**src/rtl/mux_sched_pkg.sv**
```systemverilog
// Shared types and constants for the three-requester burst scheduler.
package mux_sched_pkg;

  localparam int NUM_REQ = 3;
  localparam int BLEN_W  = 2;

  typedef logic [1:0] src_t;
  localparam src_t SRC_NONE = 2'd0;

  typedef enum logic {
    IDLE = 1'b0,
    BUSY = 1'b1
  } state_t;

  function automatic src_t next_src(input src_t k);
    return (k == 2'd3) ? 2'd1 : k + 2'd1;
  endfunction

  function automatic logic req_of(input logic [NUM_REQ-1:0] r, input src_t k);
    case (k)
      2'd1:    return r[0];
      2'd2:    return r[1];
      2'd3:    return r[2];
      default: return 1'b0;
    endcase
  endfunction

endpackage

```
**src/rtl/mux_sched_if.sv**
```systemverilog
// Requester/grant/output bundle for mux_sched; the scheduler is the slave side.
interface mux_sched_if #(parameter int DATA_W = 4);
  logic              req1, req2, req3;
  logic [DATA_W-1:0] ip1, ip2, ip3;
  logic [1:0]        burst_len;
  logic              gnt1, gnt2, gnt3;
  logic              sel1, sel2, sel3;
  logic [DATA_W-1:0] mux_op;
  logic              op_valid;
  logic [1:0]        op_src;

  modport master (
    output req1, req2, req3, ip1, ip2, ip3, burst_len,
    input  gnt1, gnt2, gnt3, sel1, sel2, sel3, mux_op, op_valid, op_src
  );

  modport slave (
    input  req1, req2, req3, ip1, ip2, ip3, burst_len,
    output gnt1, gnt2, gnt3, sel1, sel2, sel3, mux_op, op_valid, op_src
  );
endinterface

```
**src/rtl/mux_rr_pick.sv**
```systemverilog
// Combinational round-robin pick: first requester at or after ptr, wrapping 3 -> 1.
module mux_rr_pick
  import mux_sched_pkg::*;
(
  input  logic [NUM_REQ-1:0] req,
  input  src_t               ptr,
  output src_t               win
);

  src_t c0, c1, c2;

  always_comb begin
    c0  = ptr;
    c1  = next_src(c0);
    c2  = next_src(c1);
    win = SRC_NONE;
    // lowest priority first so the highest-priority hit overwrites
    if (req_of(req, c2)) win = c2;
    if (req_of(req, c1)) win = c1;
    if (req_of(req, c0)) win = c0;
  end

endmodule

```
**src/rtl/mux_sched.sv**
```systemverilog
// Round-robin burst scheduler muxing three requesters onto one registered output.
//   state | meaning
//   IDLE  | no owner, arbitrate on any req
//   BUSY  | owner holds the channel until burst count reached or its req drops
module mux_sched
  import mux_sched_pkg::*;
#(
  parameter int DATA_W = 4
) (
  input  logic        clock,
  input  logic        reset_n,
  mux_sched_if.slave  bus
);

  state_t              state, state_nx;
  src_t                owner, owner_nx, ptr, ptr_nx, pick_ptr, win;
  logic [BLEN_W-1:0]   blen, blen_nx, cnt, cnt_nx;
  logic [NUM_REQ-1:0]  reqs;
  logic [DATA_W-1:0]   ip_sel;
  logic                own_req, accept, burst_end;

  assign reqs      = {bus.req3, bus.req2, bus.req1};
  assign own_req   = req_of(reqs, owner);
  assign accept    = (state == BUSY) && own_req;
  assign burst_end = (state == BUSY) && (!own_req || (cnt == blen));
  // at burst end the search starts after the owner, so the owner comes last
  assign pick_ptr  = (state == BUSY) ? next_src(owner) : ptr;

  mux_rr_pick u_pick (
    .req (reqs),
    .ptr (pick_ptr),
    .win (win)
  );

  always_ff @(posedge clock or negedge reset_n) begin
    if (!reset_n) begin
      state <= IDLE;
      owner <= SRC_NONE;
      ptr   <= 2'd1;
      blen  <= '0;
      cnt   <= '0;
    end else begin
      state <= state_nx;
      owner <= owner_nx;
      ptr   <= ptr_nx;
      blen  <= blen_nx;
      cnt   <= cnt_nx;
    end
  end

  always_comb begin
    state_nx = state;
    owner_nx = owner;
    ptr_nx   = ptr;
    blen_nx  = blen;
    cnt_nx   = cnt;
    case (state)
      IDLE: begin
        if (win != SRC_NONE) begin
          state_nx = BUSY;
          owner_nx = win;
          blen_nx  = bus.burst_len;
          cnt_nx   = '0;
        end
      end
      BUSY: begin
        if (accept) cnt_nx = cnt + 2'd1;
        if (burst_end) begin
          ptr_nx = next_src(owner);
          cnt_nx = '0;
          if (win != SRC_NONE) begin
            owner_nx = win;
            blen_nx  = bus.burst_len;
          end else begin
            state_nx = IDLE;
            owner_nx = SRC_NONE;
          end
        end
      end
      default: begin
        state_nx = IDLE;
        owner_nx = SRC_NONE;
      end
    endcase
  end

  always_comb begin
    case (owner)
      2'd1:    ip_sel = bus.ip1;
      2'd2:    ip_sel = bus.ip2;
      2'd3:    ip_sel = bus.ip3;
      default: ip_sel = '0;
    endcase
  end

  always_ff @(posedge clock or negedge reset_n) begin
    if (!reset_n) begin
      bus.mux_op   <= '0;
      bus.op_valid <= 1'b0;
      bus.op_src   <= SRC_NONE;
    end else if (accept) begin
      bus.mux_op   <= ip_sel;
      bus.op_valid <= 1'b1;
      bus.op_src   <= owner;
    end else begin
      bus.op_valid <= 1'b0;
    end
  end

  assign bus.gnt1 = (state == BUSY) && (owner == 2'd1);
  assign bus.gnt2 = (state == BUSY) && (owner == 2'd2);
  assign bus.gnt3 = (state == BUSY) && (owner == 2'd3);
  assign bus.sel1 = bus.gnt1;
  assign bus.sel2 = bus.gnt2;
  assign bus.sel3 = bus.gnt3;

endmodule

```
**src/flat_wrapper.sv**
```systemverilog
// flat-port wrapper written by rule: the top's interface ports become plain ports
module mux_sched_flat import mux_sched_pkg::*;
#(
  parameter int DATA_W = 4
)
  (clock, reset_n, bus_req1, bus_req2, bus_req3, bus_ip1, bus_ip2, bus_ip3, bus_burst_len, bus_gnt1, bus_gnt2, bus_gnt3, bus_sel1, bus_sel2, bus_sel3, bus_mux_op, bus_op_valid, bus_op_src);
  mux_sched_if #(.DATA_W(DATA_W)) bus_i ();
  input  logic clock;
  input  logic reset_n;
  input wire logic [$bits(bus_i.req1)-1:0] bus_req1;
  input wire logic [$bits(bus_i.req2)-1:0] bus_req2;
  input wire logic [$bits(bus_i.req3)-1:0] bus_req3;
  input wire logic [$bits(bus_i.ip1)-1:0] bus_ip1;
  input wire logic [$bits(bus_i.ip2)-1:0] bus_ip2;
  input wire logic [$bits(bus_i.ip3)-1:0] bus_ip3;
  input wire logic [$bits(bus_i.burst_len)-1:0] bus_burst_len;
  output wire logic [$bits(bus_i.gnt1)-1:0] bus_gnt1;
  output wire logic [$bits(bus_i.gnt2)-1:0] bus_gnt2;
  output wire logic [$bits(bus_i.gnt3)-1:0] bus_gnt3;
  output wire logic [$bits(bus_i.sel1)-1:0] bus_sel1;
  output wire logic [$bits(bus_i.sel2)-1:0] bus_sel2;
  output wire logic [$bits(bus_i.sel3)-1:0] bus_sel3;
  output wire logic [$bits(bus_i.mux_op)-1:0] bus_mux_op;
  output wire logic [$bits(bus_i.op_valid)-1:0] bus_op_valid;
  output wire logic [$bits(bus_i.op_src)-1:0] bus_op_src;
  assign bus_i.req1 = bus_req1;
  assign bus_i.req2 = bus_req2;
  assign bus_i.req3 = bus_req3;
  assign bus_i.ip1 = bus_ip1;
  assign bus_i.ip2 = bus_ip2;
  assign bus_i.ip3 = bus_ip3;
  assign bus_i.burst_len = bus_burst_len;
  assign bus_gnt1 = bus_i.gnt1;
  assign bus_gnt2 = bus_i.gnt2;
  assign bus_gnt3 = bus_i.gnt3;
  assign bus_sel1 = bus_i.sel1;
  assign bus_sel2 = bus_i.sel2;
  assign bus_sel3 = bus_i.sel3;
  assign bus_mux_op = bus_i.mux_op;
  assign bus_op_valid = bus_i.op_valid;
  assign bus_op_src = bus_i.op_src;
  mux_sched #(.DATA_W(DATA_W)) u_core (.clock(clock), .reset_n(reset_n), .bus(bus_i));
endmodule
```
**config.mk**
```make
export PLATFORM = sky130hd
export DESIGN_NAME = mux_sched_flat
export DESIGN_NICKNAME = d
export VERILOG_FILES = /design/src/rtl/mux_sched_pkg.sv /design/src/rtl/mux_sched_if.sv /design/src/rtl/mux_rr_pick.sv /design/src/rtl/mux_sched.sv /design/src/flat_wrapper.sv
export SDC_FILE = /design/constraint.sdc
export NUM_CORES = 1
export LEC_CHECK = 0
export BUFFER_PORTS_ARGS = -buffer_cell sky130_fd_sc_hd__buf_4
export CORE_MARGIN = 2
export CORE_UTILIZATION = 45
export CTS_CLUSTER_SIZE = 25
export DETAILED_ROUTE_END_ITERATION = 16
export PLACE_DENSITY_LB_ADDON = 0.1
export SYNTH_ARGS = -nofsm -noshare
export SYNTH_HDL_FRONTEND = slang
export SYNTH_SLANG_ARGS = --single-unit
```
**constraint.sdc**
```tcl
create_clock -name clock -period 3 [get_ports clock]
set_clock_uncertainty 0.05 [all_clocks]
set_input_delay 0.15 -clock clock [delete_from_list [all_inputs] [get_ports clock]]
set_output_delay 0.15 -clock clock [all_outputs]
set_load 0.01 [all_outputs]
```
==> flow_summary.json, run 1 <==
{
  "synth.most_common_cell": "dfrtp_1",
  "rsz0062_at_grt": "no",
  "synthArstFlopShare": 1.000,
  "ys.flop_type": "dfrtp_1",
  "timing.max_cap.violations": 0,
  "grt_usage": 0.1921,
  "drt-met1-wl_mm": 1.041,
  "fin_area_um2": 1354,
  "cts_root_buffer": "clkbuf_4",
  "cp.required_ps": 3130,
  "hp-class": "in2reg",
  "startpoint_type": "flop",
  "grt_pass1_wl_mm": 3.822,
  "cts_max_path_buffers": 2,
  "rows": 17,
  "min_period_ps": 2840,
  "wirelength_mm": 2.372,
  "area_growth_pct": 27.75,
  "drc": 0,
  "powerDensity_nw_per_um2": 1409,
  "core_area_um2": 2212,
  "clk_pin_slew_ps": 100,
  "fin_crit_sh": 0.9468,
  "multi_input_area_um2": 593.1,
  "synth_edf_count": 0,
  "dpl.hpwl_mm": 1.839,
  "ys_top_cells_by_area": "dfrtp_1 (35%), ha_1 (12%), a222oi_1 (5.7%)",
  "met3WireLength_um": 146,
  "grt_max_degree": 17,
  "cp-end-kind": "flop",
  "timing.setup.tns_ps": 0,
  "syn-instance-count": 103,
  "ioPinCount": 32,
  "p_leak_nw": 0.6565,
  "die_w_um": 52.53,
  "fin_nets": 166,
  "wl_met2_mm": 1.152,
  "cts_max_level": 1,
  "die_area_um2": 2759,
  "yosysSeqAreaShare": 0.3790,
  "drt_pass1_iterations": 4,
  "fp.dieH_um": 52.53,
  "synth_nets": 132,
  "place.port_buffers": 31,
  "cts_buffers": 3,
  "post_dp_cell_area_um2": 1300,
  "stdcell_count": 164,
  "dp.cells": 159,
  "status": "finished, final reports clean",
  "ir_drop_uv": 795.7,
  "synth.distinct_cells": 35,
  "grt_overflow": 0,
  "wl_per_cell_um": 14.46,
  "relSlewSlack": 0.6559,
  "num_antenna_cells": 0,
  "avgSynthCellArea_um2": 10.29,
  "via_per_inst": 5.555,
  "cts_tree": "built",
  "clock-sinks": 16,
  "whs_ps": 17.96,
  "cp.arrival_ps": 2970,
  "n_fill_cell": 210,
  "fmax_ghz": 0.3521,
  "ys_seq_elements": 16,
  "grt_pass1_vias": 834,
  "seqCellArea_um2": 401.6,
  "finalMaxSlewViolations": 0,
  "yosysTopAreaCell": "dfrtp_1",
  "initialDrtViolationCount": 33,
  "ant_nets": 0,
  "antenna_found_initial": 0,
  "finalHoldViolCount": 0,
  "start_util": 0.4791,
  "highest_layer": "met4",
  "synth_top_area_frac": 0.3542,
  "setup_violations": 0,
  "worst-setup-path-type": "reg2reg",
  "routed-via-count": 911,
  "gp_congestion": 0.9020,
  "worst_pin_slew_ps": 516.2,
  "path_max_fanout": 5,
  "post-cts-setup-buffer-count": 0,
  "drive_gt1_frac": 0.3456,
  "insertion_delay_ps": 300,
  "ys_warn_count": 0,
  "syn-cell-area_um2": 1060,
  "synth_commonest_cells": "dfrtp_1 (15), nand2_1 (12), ha_1 (10)"
}
final timing paths:
kind	start	to	cells after the start	slack (ps)
max in group asynchronous	reset_n	u_core.ptr[0]	2	2460
hold reg to reg	u_core.bus.mux_op[3]	u_core.bus.mux_op[3]	2	440
min in group asynchronous	reset_n	u_core.cnt[1]	2	190
hold / removal	bus_burst_len[0]	u_core.blen[0]	2	20
setup / recovery	u_core.owner[0]	u_core.blen[1]	9	160
setup reg to reg	u_core.owner[0]	u_core.blen[1]	9	160
timing repair:
item	CTS	global route
endpoints found under the hold margin	16	0
gates resized for setup	0	2
setup endpoints to repair	0	2
hold buffers	1	0
cells in the final DEF, fill, tap and decap left out, types with 2 or more instances in the layout:
master,netlist,final
mux2_1,2,2
dfrtp_1,15,15
and2_1,3,3
nand2_1,12,12
buf_4,3,34
nor2_1,2,2
nor3_1,2,2
a21oi_2,0,2
ha_1,10,10
o21ai_0,9,9
xor2_1,3,3
inv_1,6,6
mux2_2,2,2
nand2b_1,4,4
clkbuf_4,0,3
a222oi_1,6,6
final cells by class:
class / instances / share of cell area
Tap cell: 28 / 0.02588
Sequential cell: 16 / 0.2967
Inverter: 6 / 0.01664
Timing Repair Buffer: 35 / 0.1959
Multi-Input combinational cell: 75 / 0.4381
Clock buffer: 4 / 0.02680
where the power goes:
part           switching [mW]  leakage, nW  internal (mW)
registers              0.0712        0.197          0.325
clock network          0.0719       0.0210         0.0741
logic                   0.732        0.439          0.634
per-stage QoR:
stage / power, mW / util / setup slack [ps]
floorplan: 1.407 / - / 330.2
global placement: 1.706 / 0.5877 / 248.2
global route: 2.081 / 0.6120 / 6.149
CTS: 1.890 / 0.6086 / 84.75
detailed placement: 1.739 / 0.5877 / 108.1
finish: 1.908 / 0.6120 / 159.7
worst max-delay path: stages (launching register included):
cell and delay [ps]:
dfrtp_1 420, inv_1 100, ha_1 300, mux2_2 300, ha_1 250, a22oi_2 280, nand2_1 150, a2111oi_4 400
a211oi_2 100, mux2_1 340
flip-flops by register name, summed over array words and instances, names as in the netlist:
| signal | cells |
|---|---|
| u_core.bus.op_src | 2 |
| u_core.state | 1 |
| u_core.cnt | 2 |
| u_core.ptr | 2 |
| u_core.bus.mux_op | 4 |
| u_core.bus.op_valid | 1 |
| u_core.owner | 2 |
| u_core.blen | 2 |
metal layers:
metal  track usage  up-vias
met5             0        -
met4       0.06838        0
met3       0.04286        5
met2        0.3104       29
met1        0.2514      438
li1              -      439
logic make-up after synthesis:
logic type,Yosys count,share of synthesized area
AND/OR/NAND/NOR,28,0.1381
buffers and inverters,12,0.06847
AO/OA/AOI/OAI,30,0.2291
XOR/XNOR,3,0.02480
flip-flops,16,0.3790
adder cells (fa/ha/maj),10,0.1181
multiplexers,4,0.04250
(Power assumes the default switching activity.)
==> inputs of run 2 (changes only) <==
Clock period 3 ns to 3.55 ns, I/O delays scaled along.
==> flow_summary.json, run 2 (synthesized netlist as in run 1, its figures left out) <==
{
  "status": "finished, final reports clean",
  "dpl.hpwl_mm": 1.722,
  "finalMaxSlewViolations": 0,
  "p_leak_nw": 0.6415,
  "worst-setup-path-type": "reg2reg",
  "path_max_fanout": 6,
  "power.total_mw": 1.530,
  "clk_pin_slew_ps": 90,
  "drive_gt1_frac": 0.3158,
  "fp.dieH_um": 52.53,
  "cts_max_path_buffers": 2,
  "core_area_um2": 2212,
  "rsz0062_at_grt": "no",
  "setup_violations": 0,
  "combPwrFrac": 0.708,
  "final_common_cell": "buf_4",
  "powerDensity_nw_per_um2": 1156,
  "layout.cells.most_common_list": "buf_4 (31), dfrtp_1 (15), nand2_1 (12)",
  "ir_drop_uv": 691.7,
  "worst_pin_slew_ps": 575.2,
  "cp-end-kind": "flop",
  "timing.setup.tns_ps": 0,
  "relSlewSlack": 0.6133,
  "p_sw_frac": 0.4548,
  "n_fill_cell": 196,
  "grt_usage": 0.1706,
  "via_per_inst": 5.590,
  "min_period_ps": 2989,
  "startpoint_type": "flop",
  "grt_pass1_vias": 829,
  "fin_crit_sh": 0.8420,
  "grt_pass1_wl_mm": 3.491,
  "cts_resized": 0,
  "p_seq_frac": 0.218,
  "largest_reg_flops": 4,
  "internal-power_mw": 0.8342,
  "die_area_um2": 2759,
  "die_w_um": 52.53,
  "fin_nets": 163,
  "grt_overflow": 0,
  "ioPinCount": 32,
  "fmax_ghz": 0.3346,
  "wl_per_cell_um": 13.25,
  "cts_max_level": 1,
  "gp_congestion": 0.8726,
  "num_antenna_cells": 0,
  "drc": 0,
  "cts_tree": "built",
  "clock_power_share": 0.074,
  "drt_pass1_iterations": 5,
  "place.port_buffers": 31,
  "ant_nets": 0,
  "clock-sinks": 16,
  "timing.max_cap.violations": 0,
  "cp.arrival_ps": 3100,
  "initialDrtViolationCount": 46,
  "antenna_found_initial": 0,
  "rows": 17,
  "pre_cts_ws_ps": 571.6,
  "hp-class": "in2reg",
  "routed-via-count": 900,
  "insertion_delay_ps": 280,
  "cts_root_buffer": "clkbuf_4",
  "grt_max_degree": 17,
  "p_sw_mw": 0.6958,
  "top_register": "u_core.bus.mux_op",
  "wirelength_mm": 2.133,
  "cts_buffers": 3,
  "start_util": 0.4791,
  "area_growth_pct": 24.91,
  "setup_ws_ps": 561.1,
  "finalHoldViolCount": 0,
  "cp.required_ps": 3660
}
[run 2: area by class of cell]
type | count | area (um^2) | share of cell area
inverters | 6 | 22.52 | 0.01701
multi-input cells | 75 | 585.6 | 0.4423
repair buffers | 32 | 242.7 | 0.1834
clock buffers | 4 | 36.28 | 0.02741
flip-flops and latches | 16 | 401.6 | 0.3034
well taps | 28 | 35.03 | 0.02647
[run 2: path summary, 6_finish.rpt]
kind / to / startpoint / slack, ps / depth (start not counted)
worst max-delay path: u_core.blen[0] / u_core.owner[1] / 560 / 11
worst min-delay path: u_core.blen[1] / bus_burst_len[1] / 60 / 2
worst max register to register: u_core.blen[0] / u_core.owner[1] / 560 / 11
worst min register to register: u_core.ptr[0] / u_core.ptr[0] / 430 / 2
max in group asynchronous: u_core.ptr[0] / reset_n / 2970 / 2
min in group asynchronous: u_core.bus.mux_op[2] / reset_n / 240 / 2
[run 2: through the flow]
stage	cells	utilization	instance area (um^2)	hold WS [ps]
6_report	161	0.5984	1324	62.14
5_1_grt	161	0.5984	1324	50.61
4_1_cts	161	0.5984	1324	56.73
3_5_place_dp	156	0.5775	1277	-6.935
3_3_place_gp	156	0.5775	1277	-6.859
2_1_floorplan	103	-	1060	-168.1
[run 2: metal layers]
layer	global-route usage	up-vias	share of wire
li1	-	438	-
met1	0.2098	430	0.45
met2	0.2917	32	0.50
met3	0.04286	0	0.057
met4	0.05128	0	0
met5	0	-	0
[run 2: critical path, stage by stage, from the launching register on]
cell and delay (ps):
dfrtp_1 420, inv_1 120, ha_1 170, nand2_1 50
o21ai_1 280, inv_1 160, ha_1 400, nand2b_1 190
a21oi_1 310, a2111oi_4 90, a211oi_2 280, mux2_1 340
[run 2: power groups by stage]
stage	clock network, mW	registers [mW]	logic (mW)
after CTS	0.118	0.334	1.09
after global routing	0.130	0.344	1.22
after floorplan	0	0.335	0.854
final	0.114	0.334	1.08
after global placement	0	0.335	1.08
after detailed placement	0	0.338	1.09
[run 2: repair_timing]
| action | 4_1_cts | 5_1_grt |
|---|---|---|
| hold buffers | 1 | 0 |
| endpoints found under the hold margin | 16 | 0 |
| buffers inserted | 0 | 0 |
